--- src/rtl/vs_uart_pkg.sv ---
// Shared constants, state encoding and parity helper for the vs_uart core.
package vs_uart_pkg;

    localparam int PAR_NONE = 0;
    localparam int PAR_EVEN = 1;
    localparam int PAR_ODD  = 2;

    localparam int OVS = 16;

    typedef enum logic [2:0] {ST_IDLE, ST_START, ST_DATA, ST_PAR, ST_STOP} uart_st_e;

    // Parity bit value for a word whose XOR-reduction is ones_odd.
    function automatic logic par_bit(input logic ones_odd, input int mode);
        return (mode == PAR_ODD) ? ~ones_odd : ones_odd;
    endfunction

endpackage

--- src/rtl/vs_uart_fifo.sv ---
// Synchronous FIFO; push and pop in the same cycle both succeed even when full.
module vs_uart_fifo #(
    parameter int WIDTH = 8,
    parameter int DEPTH = 16
) (
    input  logic             clk,
    input  logic             rst_n,
    input  logic             push_i,
    input  logic [WIDTH-1:0] wdata_i,
    input  logic             pop_i,
    output logic [WIDTH-1:0] rdata_o,
    output logic             full_o,
    output logic             empty_o
);
    localparam int AW = $clog2(DEPTH);

    logic [WIDTH-1:0] mem_q [DEPTH];
    logic [AW:0]      wr_q, wr_d, rd_q, rd_d;
    logic             do_push, do_pop;

    always_comb begin
        empty_o = (wr_q == rd_q);
        full_o  = (wr_q[AW] != rd_q[AW]) && (wr_q[AW-1:0] == rd_q[AW-1:0]);
        do_pop  = pop_i && !empty_o;
        do_push = push_i && (!full_o || do_pop);
        wr_d    = wr_q + (AW+1)'(do_push);
        rd_d    = rd_q + (AW+1)'(do_pop);
        // Head reads as zero when empty so nothing stale leaks out of reset.
        rdata_o = empty_o ? '0 : mem_q[rd_q[AW-1:0]];
    end

    always_ff @(posedge clk or negedge rst_n) begin
        if (!rst_n) begin
            wr_q <= '0;
            rd_q <= '0;
        end else begin
            wr_q <= wr_d;
            rd_q <= rd_d;
        end
    end

    always_ff @(posedge clk) begin
        if (do_push) mem_q[wr_q[AW-1:0]] <= wdata_i;
    end

endmodule

--- src/rtl/vs_uart_core_p.sv ---
// UART core with TX/RX FIFOs. Define VS_UART_ERR_INJ_EN to add the
// INJ_FRM_ERR / INJ_PAR_ERR error-injection inputs.
module vs_uart_core_p
    import vs_uart_pkg::*;
#(
    parameter int CLK_FREQ   = 100000000,
    parameter int BAUD       = 115200,
    parameter int DATA_W     = 8,
    parameter int PARITY     = 0,
    parameter int STOP_BITS  = 1,
    parameter int FIFO_DEPTH = 16
) (
    input  logic              CLK,
    input  logic              SYS_NRST,
    input  logic              RXD,
    output logic              TXD,
    input  logic [DATA_W-1:0] TX_DATA,
    input  logic              TX_VALID,
    output logic              TX_READY,
    output logic [DATA_W-1:0] RX_DATA,
    output logic [1:0]        RX_ERR,
    output logic              RX_VALID,
    input  logic              RX_READY,
    output logic              RX_OVR
`ifdef VS_UART_ERR_INJ_EN
    ,
    input  logic              INJ_FRM_ERR,
    input  logic              INJ_PAR_ERR
`endif
);
    localparam int BIT_CYC  = CLK_FREQ / BAUD;
    localparam int TICK_CYC = CLK_FREQ / (OVS * BAUD);
    localparam int CW       = $clog2(BIT_CYC + 1);
    localparam int TW       = $clog2(TICK_CYC + 1);

    logic inj_frm, inj_par;
`ifdef VS_UART_ERR_INJ_EN
    assign inj_frm = INJ_FRM_ERR;
    assign inj_par = INJ_PAR_ERR;
`else
    assign inj_frm = 1'b0;
    assign inj_par = 1'b0;
`endif

    // ---------------- TX ----------------
    logic              rdy_q, tx_full, tx_empty, tx_pop, tx_load, tx_bit_end;
    logic [DATA_W-1:0] tx_head, tx_sh_q, tx_sh_d;
    uart_st_e          tx_st_q, tx_st_d;
    logic [CW-1:0]     tx_cnt_q, tx_cnt_d;
    logic [3:0]        tx_idx_q, tx_idx_d;
    logic              tx_par_q, tx_par_d, tx_frm_q, tx_frm_d, txd_q, txd_d;

    // rdy_q holds TX_READY low through reset and releases it on the first edge after.
    assign TX_READY = rdy_q && !tx_full;
    assign TXD      = txd_q;

    vs_uart_fifo #(.WIDTH(DATA_W), .DEPTH(FIFO_DEPTH)) u_tx_fifo (
        .clk(CLK), .rst_n(SYS_NRST), .push_i(TX_VALID && TX_READY), .wdata_i(TX_DATA),
        .pop_i(tx_pop), .rdata_o(tx_head), .full_o(tx_full), .empty_o(tx_empty)
    );

    always_comb begin
        tx_st_d    = tx_st_q;
        tx_cnt_d   = tx_cnt_q + CW'(1);
        tx_idx_d   = tx_idx_q;
        tx_sh_d    = tx_sh_q;
        tx_par_d   = tx_par_q;
        tx_frm_d   = tx_frm_q;
        txd_d      = txd_q;
        tx_load    = 1'b0;
        tx_pop     = 1'b0;
        tx_bit_end = (tx_cnt_q == CW'(BIT_CYC - 1));
        unique case (tx_st_q)
            ST_IDLE: begin
                tx_cnt_d = '0;
                tx_load  = !tx_empty;
            end
            ST_START: if (tx_bit_end) begin
                tx_st_d  = ST_DATA;
                tx_cnt_d = '0;
                tx_idx_d = '0;
                txd_d    = tx_sh_q[0];
                tx_sh_d  = tx_sh_q >> 1;
            end
            ST_DATA: if (tx_bit_end) begin
                tx_cnt_d = '0;
                if (tx_idx_q == 4'(DATA_W - 1)) begin
                    tx_idx_d = '0;
                    tx_st_d  = (PARITY != PAR_NONE) ? ST_PAR : ST_STOP;
                    txd_d    = (PARITY != PAR_NONE) ? tx_par_q : !tx_frm_q;
                end else begin
                    tx_idx_d = tx_idx_q + 4'd1;
                    txd_d    = tx_sh_q[0];
                    tx_sh_d  = tx_sh_q >> 1;
                end
            end
            ST_PAR: if (tx_bit_end) begin
                tx_cnt_d = '0;
                tx_st_d  = ST_STOP;
                txd_d    = !tx_frm_q;
            end
            ST_STOP: if (tx_bit_end) begin
                tx_cnt_d = '0;
                txd_d    = 1'b1;
                if (tx_idx_q == 4'(STOP_BITS - 1)) begin
                    tx_st_d = ST_IDLE;
                    tx_load = !tx_empty;
                end else begin
                    tx_idx_d = tx_idx_q + 4'd1;
                end
            end
            default: tx_st_d = ST_IDLE;
        endcase
        // Loading straight out of the last stop bit keeps back-to-back frames gapless.
        if (tx_load) begin
            tx_pop   = 1'b1;
            tx_st_d  = ST_START;
            tx_cnt_d = '0;
            txd_d    = 1'b0;
            tx_sh_d  = tx_head;
            tx_par_d = par_bit(^tx_head, PARITY) ^ inj_par;
            tx_frm_d = inj_frm;
        end
    end

    // ---------------- RX ----------------
    logic                rxs1_q, rxs2_q, rxp_q, rx_tick, rx_mid, rx_push, rx_drop, ovr_q;
    logic                rx_full, rx_empty;
    uart_st_e            rx_st_q, rx_st_d;
    logic [TW-1:0]       tk_q, tk_d;
    logic [3:0]          ovs_q, ovs_d, rx_idx_q, rx_idx_d;
    logic [DATA_W-1:0]   rx_sh_q, rx_sh_d;
    logic                rx_perr_q, rx_perr_d;
    logic [DATA_W+1:0]   rx_word, rx_head;

    assign rx_tick  = (tk_q == TW'(TICK_CYC - 1));
    assign rx_mid   = rx_tick && (ovs_q == 4'(OVS - 1));
    assign rx_word  = {!rxs2_q, rx_perr_q, rx_sh_q};
    assign rx_drop  = rx_push && rx_full && !(RX_READY && RX_VALID);
    assign RX_VALID = !rx_empty;
    assign RX_DATA  = rx_head[DATA_W-1:0];
    assign RX_ERR   = rx_head[DATA_W+1:DATA_W];
    assign RX_OVR   = ovr_q;

    vs_uart_fifo #(.WIDTH(DATA_W + 2), .DEPTH(FIFO_DEPTH)) u_rx_fifo (
        .clk(CLK), .rst_n(SYS_NRST), .push_i(rx_push), .wdata_i(rx_word),
        .pop_i(RX_READY), .rdata_o(rx_head), .full_o(rx_full), .empty_o(rx_empty)
    );

    always_comb begin
        rx_st_d   = rx_st_q;
        ovs_d     = rx_tick ? ovs_q + 4'd1 : ovs_q;
        tk_d      = rx_tick ? '0 : tk_q + TW'(1);
        rx_idx_d  = rx_idx_q;
        rx_sh_d   = rx_sh_q;
        rx_perr_d = rx_perr_q;
        rx_push   = 1'b0;
        unique case (rx_st_q)
            ST_IDLE: begin
                ovs_d = '0;
                // Tick phase restarts on the falling edge so samples land mid-bit.
                if (rxp_q && !rxs2_q) begin
                    rx_st_d   = ST_START;
                    tk_d      = '0;
                    rx_idx_d  = '0;
                    rx_perr_d = 1'b0;
                end
            end
            ST_START: if (rx_tick && ovs_q == 4'(OVS / 2 - 1)) begin
                ovs_d   = '0;
                rx_st_d = rxs2_q ? ST_IDLE : ST_DATA;
            end
            ST_DATA: if (rx_mid) begin
                rx_sh_d  = {rxs2_q, rx_sh_q[DATA_W-1:1]};
                rx_idx_d = rx_idx_q + 4'd1;
                if (rx_idx_q == 4'(DATA_W - 1))
                    rx_st_d = (PARITY != PAR_NONE) ? ST_PAR : ST_STOP;
            end
            ST_PAR: if (rx_mid) begin
                rx_perr_d = (rxs2_q != par_bit(^rx_sh_q, PARITY));
                rx_st_d   = ST_STOP;
            end
            ST_STOP: if (rx_mid) begin
                rx_push = 1'b1;
                rx_st_d = ST_IDLE;
            end
            default: rx_st_d = ST_IDLE;
        endcase
    end

    always_ff @(posedge CLK or negedge SYS_NRST) begin
        if (!SYS_NRST) begin
            rdy_q     <= 1'b0;
            tx_st_q   <= ST_IDLE;
            tx_cnt_q  <= '0;
            tx_idx_q  <= '0;
            tx_sh_q   <= '0;
            tx_par_q  <= 1'b0;
            tx_frm_q  <= 1'b0;
            txd_q     <= 1'b1;
            rxs1_q    <= 1'b1;
            rxs2_q    <= 1'b1;
            rxp_q     <= 1'b1;
            rx_st_q   <= ST_IDLE;
            tk_q      <= '0;
            ovs_q     <= '0;
            rx_idx_q  <= '0;
            rx_sh_q   <= '0;
            rx_perr_q <= 1'b0;
            ovr_q     <= 1'b0;
        end else begin
            rdy_q     <= 1'b1;
            tx_st_q   <= tx_st_d;
            tx_cnt_q  <= tx_cnt_d;
            tx_idx_q  <= tx_idx_d;
            tx_sh_q   <= tx_sh_d;
            tx_par_q  <= tx_par_d;
            tx_frm_q  <= tx_frm_d;
            txd_q     <= txd_d;
            rxs1_q    <= RXD;
            rxs2_q    <= rxs1_q;
            rxp_q     <= rxs2_q;
            rx_st_q   <= rx_st_d;
            tk_q      <= tk_d;
            ovs_q     <= ovs_d;
            rx_idx_q  <= rx_idx_d;
            rx_sh_q   <= rx_sh_d;
            rx_perr_q <= rx_perr_d;
            ovr_q     <= rx_drop;
        end
    end

endmodule

--- config.mk ---
export PLATFORM = sky130hd
export DESIGN_NAME = vs_uart_core_p
export DESIGN_NICKNAME = d
export VERILOG_FILES = /design/src/rtl/vs_uart_pkg.sv /design/src/rtl/vs_uart_fifo.sv /design/src/rtl/vs_uart_core_p.sv
export SDC_FILE = /design/constraint.sdc
export NUM_CORES = 1
export LEC_CHECK = 0
export ABC_AREA = 1
export BUFFER_PORTS_ARGS = -buffer_cell sky130_fd_sc_hd__buf_2
export CORE_UTILIZATION = 45
export CTS_CLUSTER_DIAMETER = 60
export DETAILED_ROUTE_END_ITERATION = 8
export SYNTH_ARGS = -nofsm -noshare
export SYNTH_HDL_FRONTEND = slang
export SYNTH_SLANG_ARGS = --single-unit
--- constraint.sdc ---
create_clock -name CLK -period 2.9 [get_ports CLK]
set_input_delay 0.435 -clock CLK [delete_from_list [all_inputs] [get_ports CLK]]
set_output_delay 0.435 -clock CLK [all_outputs]
set_load 0.005 [all_outputs]
==> results of run 1 <==
## cells by family after synthesis
kind of cell | count (synthesis) | synth area share [%]
XOR/XNOR | 29 | 1.645
other | 1 | 0.02428
buffers and inverters | 127 | 3.654
adder cells (fa/ha/maj) | 15 | 1.215
AND/OR/NAND/NOR | 634 | 17.50
AO/OA/AOI/OAI | 211 | 7.461
flip-flops | 365 | 68.50
## stage by stage
stage	instances	setup slack [ps]
4_1_cts	1926	23.19
3_5_place_dp	1856	427.4
6_report	1933	155.6
5_1_grt	1933	11.78
2_1_floorplan	1382	781.9
3_3_place_gp	1856	400.0
## cell type report
type	instances	area share (%)
Sequential cell	365	60.04
Multi-Input combinational cell	890	24.40
Clock buffer	50	5.889
Timing Repair Buffer	90	3.867
Tap cell	448	3.178
Inverter	71	1.589
Clock inverter	18	1.007
Timing Repair inverter	1	0.02838
## worst paths after layout
kind	from	to	slack [ps]	depth (start not counted)
min in group asynchronous	SYS_NRST	rx_st_q[0]$_DFFE_PN0P_	420	2
hold / removal	RX_READY	u_rx_fifo.rd_q[0]$_DFF_PN0_	280	4
hold reg to reg	rxs1_q$_DFF_PN1_	rxs2_q$_DFF_PN1_	350	0
setup reg to reg	u_rx_fifo.rd_q[0]$_DFF_PN0_	u_rx_fifo.mem_q[13][9]$_DFFE_PP_	600	8
setup / recovery	u_rx_fifo.rd_q[1]$_DFF_PN0_	RX_ERR[1]	160	9
max in group asynchronous	SYS_NRST	rxs1_q$_DFF_PN1_	1830	3
## routing by layer
layer	up-vias	share of wire [%]	track usage, %
li1	4934	-	-
met1	4979	43	26.38
met2	234	50	34.82
met3	60	4.2	2.777
met4	0	2.9	6.841
met5	-	0	0
## flip-flops by register name, indices dropped and copies added, names as in the netlist, 5 cells and up
signal,flops
u_rx_fifo.mem_q,160
u_tx_fifo.mem_q,128
tx_cnt_q,10
rx_sh_q,8
tx_sh_q,8
tk_q,6
u_rx_fifo.rd_q,5
u_rx_fifo.wr_q,5
u_tx_fifo.rd_q,5
u_tx_fifo.wr_q,5
## cells in the mapped netlist (3+ instances only)
library cell,n,area [um^2]
nor2_4,3,33.78
nor3_1,6,30.03
dfrtp_1,73,1827
nand3_2,6,60.06
o21ai_1,6,30.03
nor2_1,238,893.4
edfxtp_1,288,8648
xor2_1,20,175.2
dfstp_2,4,105.1
inv_1,59,221.5
nor2_2,3,18.77
o211ai_1,21,157.7
nand4_1,14,87.58
a21oi_1,30,150.1
buf_6,4,45.04
nand2_2,3,18.77
nand2_1,250,938.4
o21ai_0,127,635.6
buf_4,7,52.55
nand3b_1,8,60.06
nand3_1,94,470.5
buf_2,22,110.1
xnor2_1,9,78.83
ha_1,15,187.7
o22ai_1,20,125.1
inv_2,9,33.78
nor3b_1,3,22.52
clkbuf_1,22,82.58
## report_power, final
group / leakage (nW) / total, mW / switching [mW] / internal (mW)
Combinational: 2.64 / 0.596 / 0.408 / 0.188
Clock: 0.598 / 4.78 / 1.98 / 2.80
Sequential: 3.96 / 5.93 / 0.124 / 5.81
## worst max-delay path: stages, from the launching register on
cell and delay [ps]:
dfrtp_4 510, buf_12 160, clkinvlp_2 260, o21ai_0 140, o22ai_1 200, nand2_1 90, nand2_1 80, inv_1 80
a21oi_1 120, buf_2 130
## what timing repair did
action | CTS | global route
buffers inserted | 0 | 6
pin swaps | 0 | 0
hold endpoints to repair | 36 | 0
endpoints found under the setup margin | 10 | 8
gates cloned | 0 | 1
gates resized for setup | 6 | 8
hold buffers | 2 | 0
==> results.cfg, run 1 <==
[timing]
fin_crit_sh_pct = 94.63
tns_ps = 0
finalSetupViolCount = 0
clock_skew_ps = 16.01
fmax_ghz = 0.3644
min_period_ps = 2744
worst_pin_slew_ps = 665.4
hold_slack_ps = 281.5
rsz0062_at_grt = false
slew_headroom_pct = 55.64
final_hold_viol_count = 0
drv_slew = 0

[worst_setup_path]
critical_path_required_ps = 2470
critPathKind = reg2out
startpoint_type = register
critical_path.max_fanout = 10
crit_path_end_kind = output pin
cp.arrival_ps = 2310

[clock_network]
h-tree-depth = 2
clk_latency_ps = 540
cts_buffers = 39
cts.sink_count = 365
tritoncts = built
clock_path_buffers = 3
root_buffer = clkbuf_16
clk_pin_slew_worst_paths_ps = 60

[floorplan]
io_pins = 27
die_h_um = 187.3
dieArea_um2 = 35070
start_util_pct = 45.94
core.rowCount = 67
core-area_um2 = 33620
die_x_um = 187.3

[route]
vias = 10207
wire_per_inst_um = 18.15
antenna_left = 0
via_per_inst = 5.280
dr.pass1.iters = 5
routed_wl_um = 35080
drt_iter0_drc = 731
remaining_drc_errors = 0

[synthesis]
yosys_register_bits = 365
synth_cells = 1382
synth_async_sr_flop_share_pct = 21.10
yosysWarnings = 0
synth_edf_count = 288
synthesis.nets = 1410
ys_seq_area_share_pct = 68.50
synth.distinct_cells = 46
syn_avg_cell_area_um2 = 11.18
synthFlopType = edfxtp_1
synth_area_um2 = 15440

[pwr]
ir_worst_vdd_mv = 0.4652
leakage_nw = 7.200
p_total_mw = 11.31
power.density_nw_per_um2 = 641.4

[finish]
drive_above_1_share_pct = 12.26
final-seq-area_um2 = 10590
fin_nets = 1486
antenna_cells = 0
fillCellCount = 2921
final_common_cell = edfxtp_1
layout_common_cells = 288 x edfxtp_1, 250 x nand2_1, 237 x nor2_1, 127 x o21ai_0, 94 x nand3_1
area_growth_pct = 14.19
multi_input_area_um2 = 4303
post-route-cell-area_um2 = 17640
utilization_pct = 52.46

[global_route]
grt_usage_pct = 20.25
grt_pass1_wl_um = 55170
grt-ovfl-total = 0
grt_max_degree = 59
grt_pass1_vias = 10027
antenna_found_initial = 0

[placement]
port_buffers = 26
gp_congestion = 0.8783
place_area_um2 = 16290
place_hpwl_um = 22110

[flow_run]
cap_violations = 0

[run_status]
status = completed

[min_path]
min_path_type = in2reg
Note: power is estimated with default switching activity, not from simulation.
==> inputs of run 2 (changes only) <==
--- a/config.mk
+++ b/config.mk
@@ -5,7 +5,6 @@
 export SDC_FILE = /design/constraint.sdc
 export NUM_CORES = 1
 export LEC_CHECK = 0
-export ABC_AREA = 1
 export BUFFER_PORTS_ARGS = -buffer_cell sky130_fd_sc_hd__buf_2
 export CORE_UTILIZATION = 45
 export CTS_CLUSTER_DIAMETER = 60
==> run 2 against run 1 <==
The flow now finishes with violations (negative setup slack). Final area decreased by 1.4%. Clock power rose by 7.3%. Final cell count shrank 29%. Sequential share of layout area rose by 0.83 points. Setup slack got worse by 220 ps. Clock-buffer cell count rose by 3. Die area shrank 2.8%. Flip-flop and latch count stayed put. First-iteration DRC count decreased by 28%. Critical path type unchanged. Critical endpoint is now RX_DATA[5].
==> results.cfg, run 2 <==
[run_status]
status = finished with violations
violations = negative setup slack

[global_route]
grt_pass1_wl_um = 47240
grt_usage_pct = 18.77
grt_pass1_vias = 8069
grt-ovfl-total = 0
grt_max_degree = 50
antenna_found_initial = 0

[timing]
fmax_ghz = 0.3377
tns_ps = -291.0
finalSetupViolCount = 9
drv_slew = 0
hold_slack_ps = 116.5
clock_skew_ps = 24.05
min_period_ps = 2962
slew_headroom_pct = 42.95
worst_pin_slew_ps = 852.6
fin_crit_sh_pct = 102.1
rsz0062_at_grt = true
final_hold_viol_count = 0
timing.final.ws_setup_ps = -61.59

[route]
vias = 7572
antenna_left = 0
drt_iter0_drc = 524
dr.pass1.iters = 5
wire_per_inst_um = 22.12
via_per_inst = 5.495
routed_wl_um = 30490
remaining_drc_errors = 0

[clock_network]
cts_buffers = 40
root_buffer = clkbuf_16
h-tree-depth = 2
tritoncts = built
cts.sink_count = 365
clock_path_buffers = 3
clk_latency_ps = 540
clk_pin_slew_worst_paths_ps = 60

[synthesis]
synth_area_leaders = edfxtp_1 58%, dfrtp_1 12%, mux4_2 9.8%
ys_seq_area_share_pct = 70.48
synthesis.nets = 844
yosysTopAreaCellShare_pct = 57.61
synth_top_area_cell = edfxtp_1
synth_area_um2 = 15010
synth.distinct_cells = 60
synth.most_common_cell = edfxtp_1
synthFlopType = edfxtp_1
synth_edf_count = 288
yosys_register_bits = 365
synth_cells = 816
syn_avg_cell_area_um2 = 18.40
synth_async_sr_flop_share_pct = 21.10
yosysWarnings = 0
synthTopCellsByCount = 288 x edfxtp_1, 73 x dfrtp_1, 65 x mux4_2

[finish]
final_common_cell = edfxtp_1
fin_nets = 935
area_growth_pct = 15.81
largest_reg_flops = 160
fillCellCount = 2623
drive_above_1_share_pct = 26.50
antenna_cells = 0
utilization_pct = 53.16
layout_common_cells = 288 x edfxtp_1, 80 x mux4_2, 71 x dfrtp_1, 62 x nor2_1, 50 x buf_4

[floorplan]
io_pins = 27
core-area_um2 = 32700
dieArea_um2 = 34090
start_util_pct = 45.90
die_x_um = 184.6
core.rowCount = 66
die_h_um = 184.6

[placement]
port_buffers = 26
place_hpwl_um = 18700
gp_congestion = 0.7758

[worst_setup_path]
r2r-start = ovs_q[0]$_DFF_PN0_
critical_path_required_ps = 2470
startpoint_type = register
crit_start = u_rx_fifo.rd_q[0]$_DFF_PN0_
crit_path_end_kind = output pin
critPathKind = reg2out
critical_path.max_fanout = 5
cp.arrival_ps = 2530

[min_path]
min_from = RX_READY
min_path_type = in2reg

[flow_run]
cap_violations = 0

[pwr]
leakage_nw = 6.451
ir_worst_vdd_mv = 0.4487
power.density_nw_per_um2 = 847.2
==> run 2: path summary, 6_finish.rpt <==
kind	cells past startpoint	endpoint	slack (ps)
min	2	RX_OVR$_DFF_PN0_	120
min reg2reg	0	rxs2_q$_DFF_PN1_	350
min in group asynchronous	2	u_rx_fifo.rd_q[3]$_DFF_PN0_	470
max reg2reg	8	u_rx_fifo.mem_q[5][1]$_DFFE_PP_	370
max in group asynchronous	3	tx_cnt_q[8]$_DFF_PN0_	1720
max	6	RX_DATA[5]	-60
==> run 2: metrics by stage <==
| step | power [mW] | instances | worst slack, ps | area (um^2) |
|---|---|---|---|---|
| 2_1_floorplan | 8.628 | 816 | 432.7 | 15010 |
| 3_3_place_gp | 9.290 | 1295 | 391.7 | 15870 |
| 3_5_place_dp | 9.388 | 1295 | 376.7 | 15870 |
| 4_1_cts | 14.89 | 1377 | -83.04 | 17380 |
| 5_1_grt | 15.40 | 1378 | -123.6 | 17380 |
| 6_report | 14.73 | 1378 | -61.59 | 17380 |
==> run 2: power breakdown <==
part / switching [mW] / internal [mW]
clock: 2.03 / 3.10
combinational: 1.61 / 1.64
sequential: 0.358 / 5.99
==> run 2: layout make-up <==
type	instances	area [um^2]	area share, %
clock inverter	18	229.0	1.317
sequential	365	10580	60.87
inverter	14	52.55	0.3023
tap	442	553.0	3.181
multi-input combinational	399	4088	23.51
clock buffer	53	1122	6.456
timing repair buffer	87	757.0	4.354
==> run 2: layer usage <==
| layer | track usage [%] | part of all wire, % | up-vias | routed length, um |
|---|---|---|---|---|
| met3 | 3.715 | 4.8 | 54 | 1476 |
| met2 | 30.93 | 49 | 218 | 15030 |
| li1 | - | - | 3386 | - |
| met5 | 0 | 0 | - | 0 |
| met1 | 25.15 | 44 | 3914 | 13270 |
| met4 | 5.983 | 2.3 | 0 | 713 |
==> run 2: logic make-up (layout without fill, tap and decap cells) <==
logic type / Yosys count / in the layout / share of synthesized area (%)
compound gates: 45 / 45 / 2.292
xor+xnor: 49 / 49 / 2.859
fa+ha+maj: 16 / 16 / 1.317
buf+inv: 52 / 172 / 1.909
flops: 365 / 365 / 70.48
mux: 111 / 111 / 14.74
other cells: 1 / 1 / 0.02498
simple gates: 177 / 177 / 6.377
==> run 2: repair_timing <==
action,CTS,global route
endpoints found under the hold margin,44,0
hold buffers,2,0
gates cloned,4,1
buffers inserted,5,0
resized for setup,17,5
endpoints found under the setup margin,10,10
==> run 2: worst max-delay path: stages (launching register included) <==
cell     delay, ps
dfrtp_2        400
buf_12         160
buf_16         130
mux4_2         510
mux4_2         520
nor2b_4        140
buf_2          130
==> inputs of run 3 (changes only) <==
--- a/config.mk
+++ b/config.mk
@@ -9,6 +9,7 @@
 export CORE_UTILIZATION = 45
 export CTS_CLUSTER_DIAMETER = 60
 export DETAILED_ROUTE_END_ITERATION = 8
+export PLACE_DENSITY_LB_ADDON = 0.15
 export SYNTH_ARGS = -nofsm -noshare
 export SYNTH_HDL_FRONTEND = slang
 export SYNTH_SLANG_ARGS = --single-unit
==> run 3 against run 2 <==
The run still ends with negative setup slack left. Die area is the same. Sequential share of layout area grew 0.32 points. Sequential power shrank 0.6%. Power is essentially flat. First-iteration DRC count grew 25%.
==> results.cfg, run 3 (synthesis results as in run 2) <==
[timing]
hold_slack_ps = 48.55
tns_ps = -259.6
timing.final.ws_setup_ps = -60.15
final_hold_viol_count = 0
finalSetupViolCount = 10
min_period_ps = 2960
fmax_ghz = 0.3378
clock_skew_ps = 21.52
slew_headroom_pct = 32.77
fin_crit_sh_pct = 102.1
drv_slew = 0
worst_pin_slew_ps = 1008
rsz0062_at_grt = true

[pwr]
internal-power_mw = 10.77
clkPwrFrac_pct = 34.6
p_total_mw = 14.72
power.density_nw_per_um2 = 850.9
sequentialPowerShare_pct = 42.8
ir_worst_vdd_mv = 0.5905
p_switching_mw = 3.947
leakage_nw = 6.390
combPwrFrac_pct = 22.5
switching_share_pct = 26.82

[run_status]
status = finished with violations
violations = negative setup slack

[clock_network]
tritoncts = built
h-tree-depth = 2
clk_latency_ps = 520
root_buffer = clkbuf_16
postCtsHoldBufs = 0
cts_buffers = 40
clock_path_buffers = 3
clk_pin_slew_worst_paths_ps = 60
cts.sink_count = 365

[floorplan]
die_h_um = 184.6
core-area_um2 = 32700
dieArea_um2 = 34090
die_x_um = 184.6
core.rowCount = 66
start_util_pct = 45.90
io_pins = 27

[placement]
place_hpwl_um = 19150
place_ws_ps = 427.1
port_buffers = 26
gp_congestion = 0.7848
place_area_um2 = 15800

[finish]
layout_common_cells = 288 x edfxtp_1, 82 x mux4_2, 71 x dfrtp_1, 62 x nor2_1
final_common_cell = edfxtp_1
drive_above_1_share_pct = 25.94
area_growth_pct = 15.21
largest_reg_flops = 160
antenna_cells = 0
fin_nets = 926
post-route-cell-area_um2 = 17290

[worst_setup_path]
rr_worst_depth = 5
crit_path_end_kind = output pin
reg2reg_slack_ps = 480
cp.arrival_ps = 2530
critPathKind = reg2out
startpoint_type = register
critical_path.max_fanout = 5
critical_path_required_ps = 2470

[global_route]
grt_pass1_vias = 8060
grt-ovfl-total = 0
grt_pass1_wl_um = 48050
antenna_found_initial = 0
grt_usage_pct = 19.08
grt_max_degree = 78

[route]
remaining_drc_errors = 0
routed_wl_um = 31090
antenna_left = 0
wl_met2_um = 16420
wire_per_inst_um = 22.67
wirelength_met1_um = 12920
vias = 7540
dr_wl_met3_um = 1233
routed.top_layer = met4
dr.pass1.iters = 4
drt_iter0_drc = 654
via_per_inst = 5.500

[min_path]
min_path_cells = 1
min_path_type = in2reg

[flow_run]
cap_violations = 0
## run 3: metrics by stage
stage | std cells | util (%)
2_1_floorplan | 816 | -
3_5_place_dp | 1287 | 48.31
6_report | 1371 | 52.88
3_3_place_gp | 1287 | 48.31
5_1_grt | 1371 | 52.88
4_1_cts | 1371 | 52.84
## run 3: worst paths after layout
| path | to | from |
|---|---|---|
| setup / recovery | RX_DATA[2] | u_rx_fifo.rd_q[0]$_DFF_PN0_ |
| hold / removal | rxs1_q$_DFF_PN1_ | RXD |
| setup reg to reg | u_tx_fifo.mem_q[11][2]$_DFFE_PP_ | u_tx_fifo.rd_q[3]$_DFF_PN0_ |
| hold reg to reg | rxs2_q$_DFF_PN1_ | rxs1_q$_DFF_PN1_ |
| max in group asynchronous | u_rx_fifo.rd_q[0]$_DFF_PN0_ | SYS_NRST |
| min in group asynchronous | tx_idx_q[0]$_DFFE_PN0P_ | SYS_NRST |
## run 3: worst max-delay path, stage by stage, from the launching register on
cell and delay [ps]:
dfrtp_2 420, buf_6 160, buf_16 130, mux4_2 510, mux4_2 500, nor2b_4 150, buf_2 130
## run 3: area by class of cell
| class | count | area [um^2] |
|---|---|---|
| inverters | 14 | 52.55 |
| clock buffers | 51 | 1052 |
| flip-flops and latches | 365 | 10580 |
| fillers | 2632 | 15410 |
| clock inverters | 22 | 279.0 |
| repair buffers | 78 | 686.9 |
| multi-input cells | 399 | 4088 |
| well taps | 442 | 553.0 |
## run 3: per-layer routing
| metal | GRT usage (%) | vias up |
|---|---|---|
| met4 | 4.331 | 0 |
| met5 | 0 | - |
| li1 | - | 3357 |
| met1 | 24.72 | 3964 |
| met3 | 2.766 | 42 |
| met2 | 33.93 | 177 |
## run 3: what timing repair did
action | in CTS | in global routing
buffers inserted | 8 | 0
endpoints found under the setup margin | 10 | 10
gates cloned | 5 | 1
resized for setup | 25 | 4
## run 3: power by group through the flow
stage	combinational (mW)	clock, mW	sequential [mW]
finish	3.32	5.09	6.30
detailed placement	2.95	0	6.41
CTS	3.34	5.20	6.30
global route	3.60	5.44	6.35
global placement	2.90	0	6.38
floorplan	2.35	0	6.27
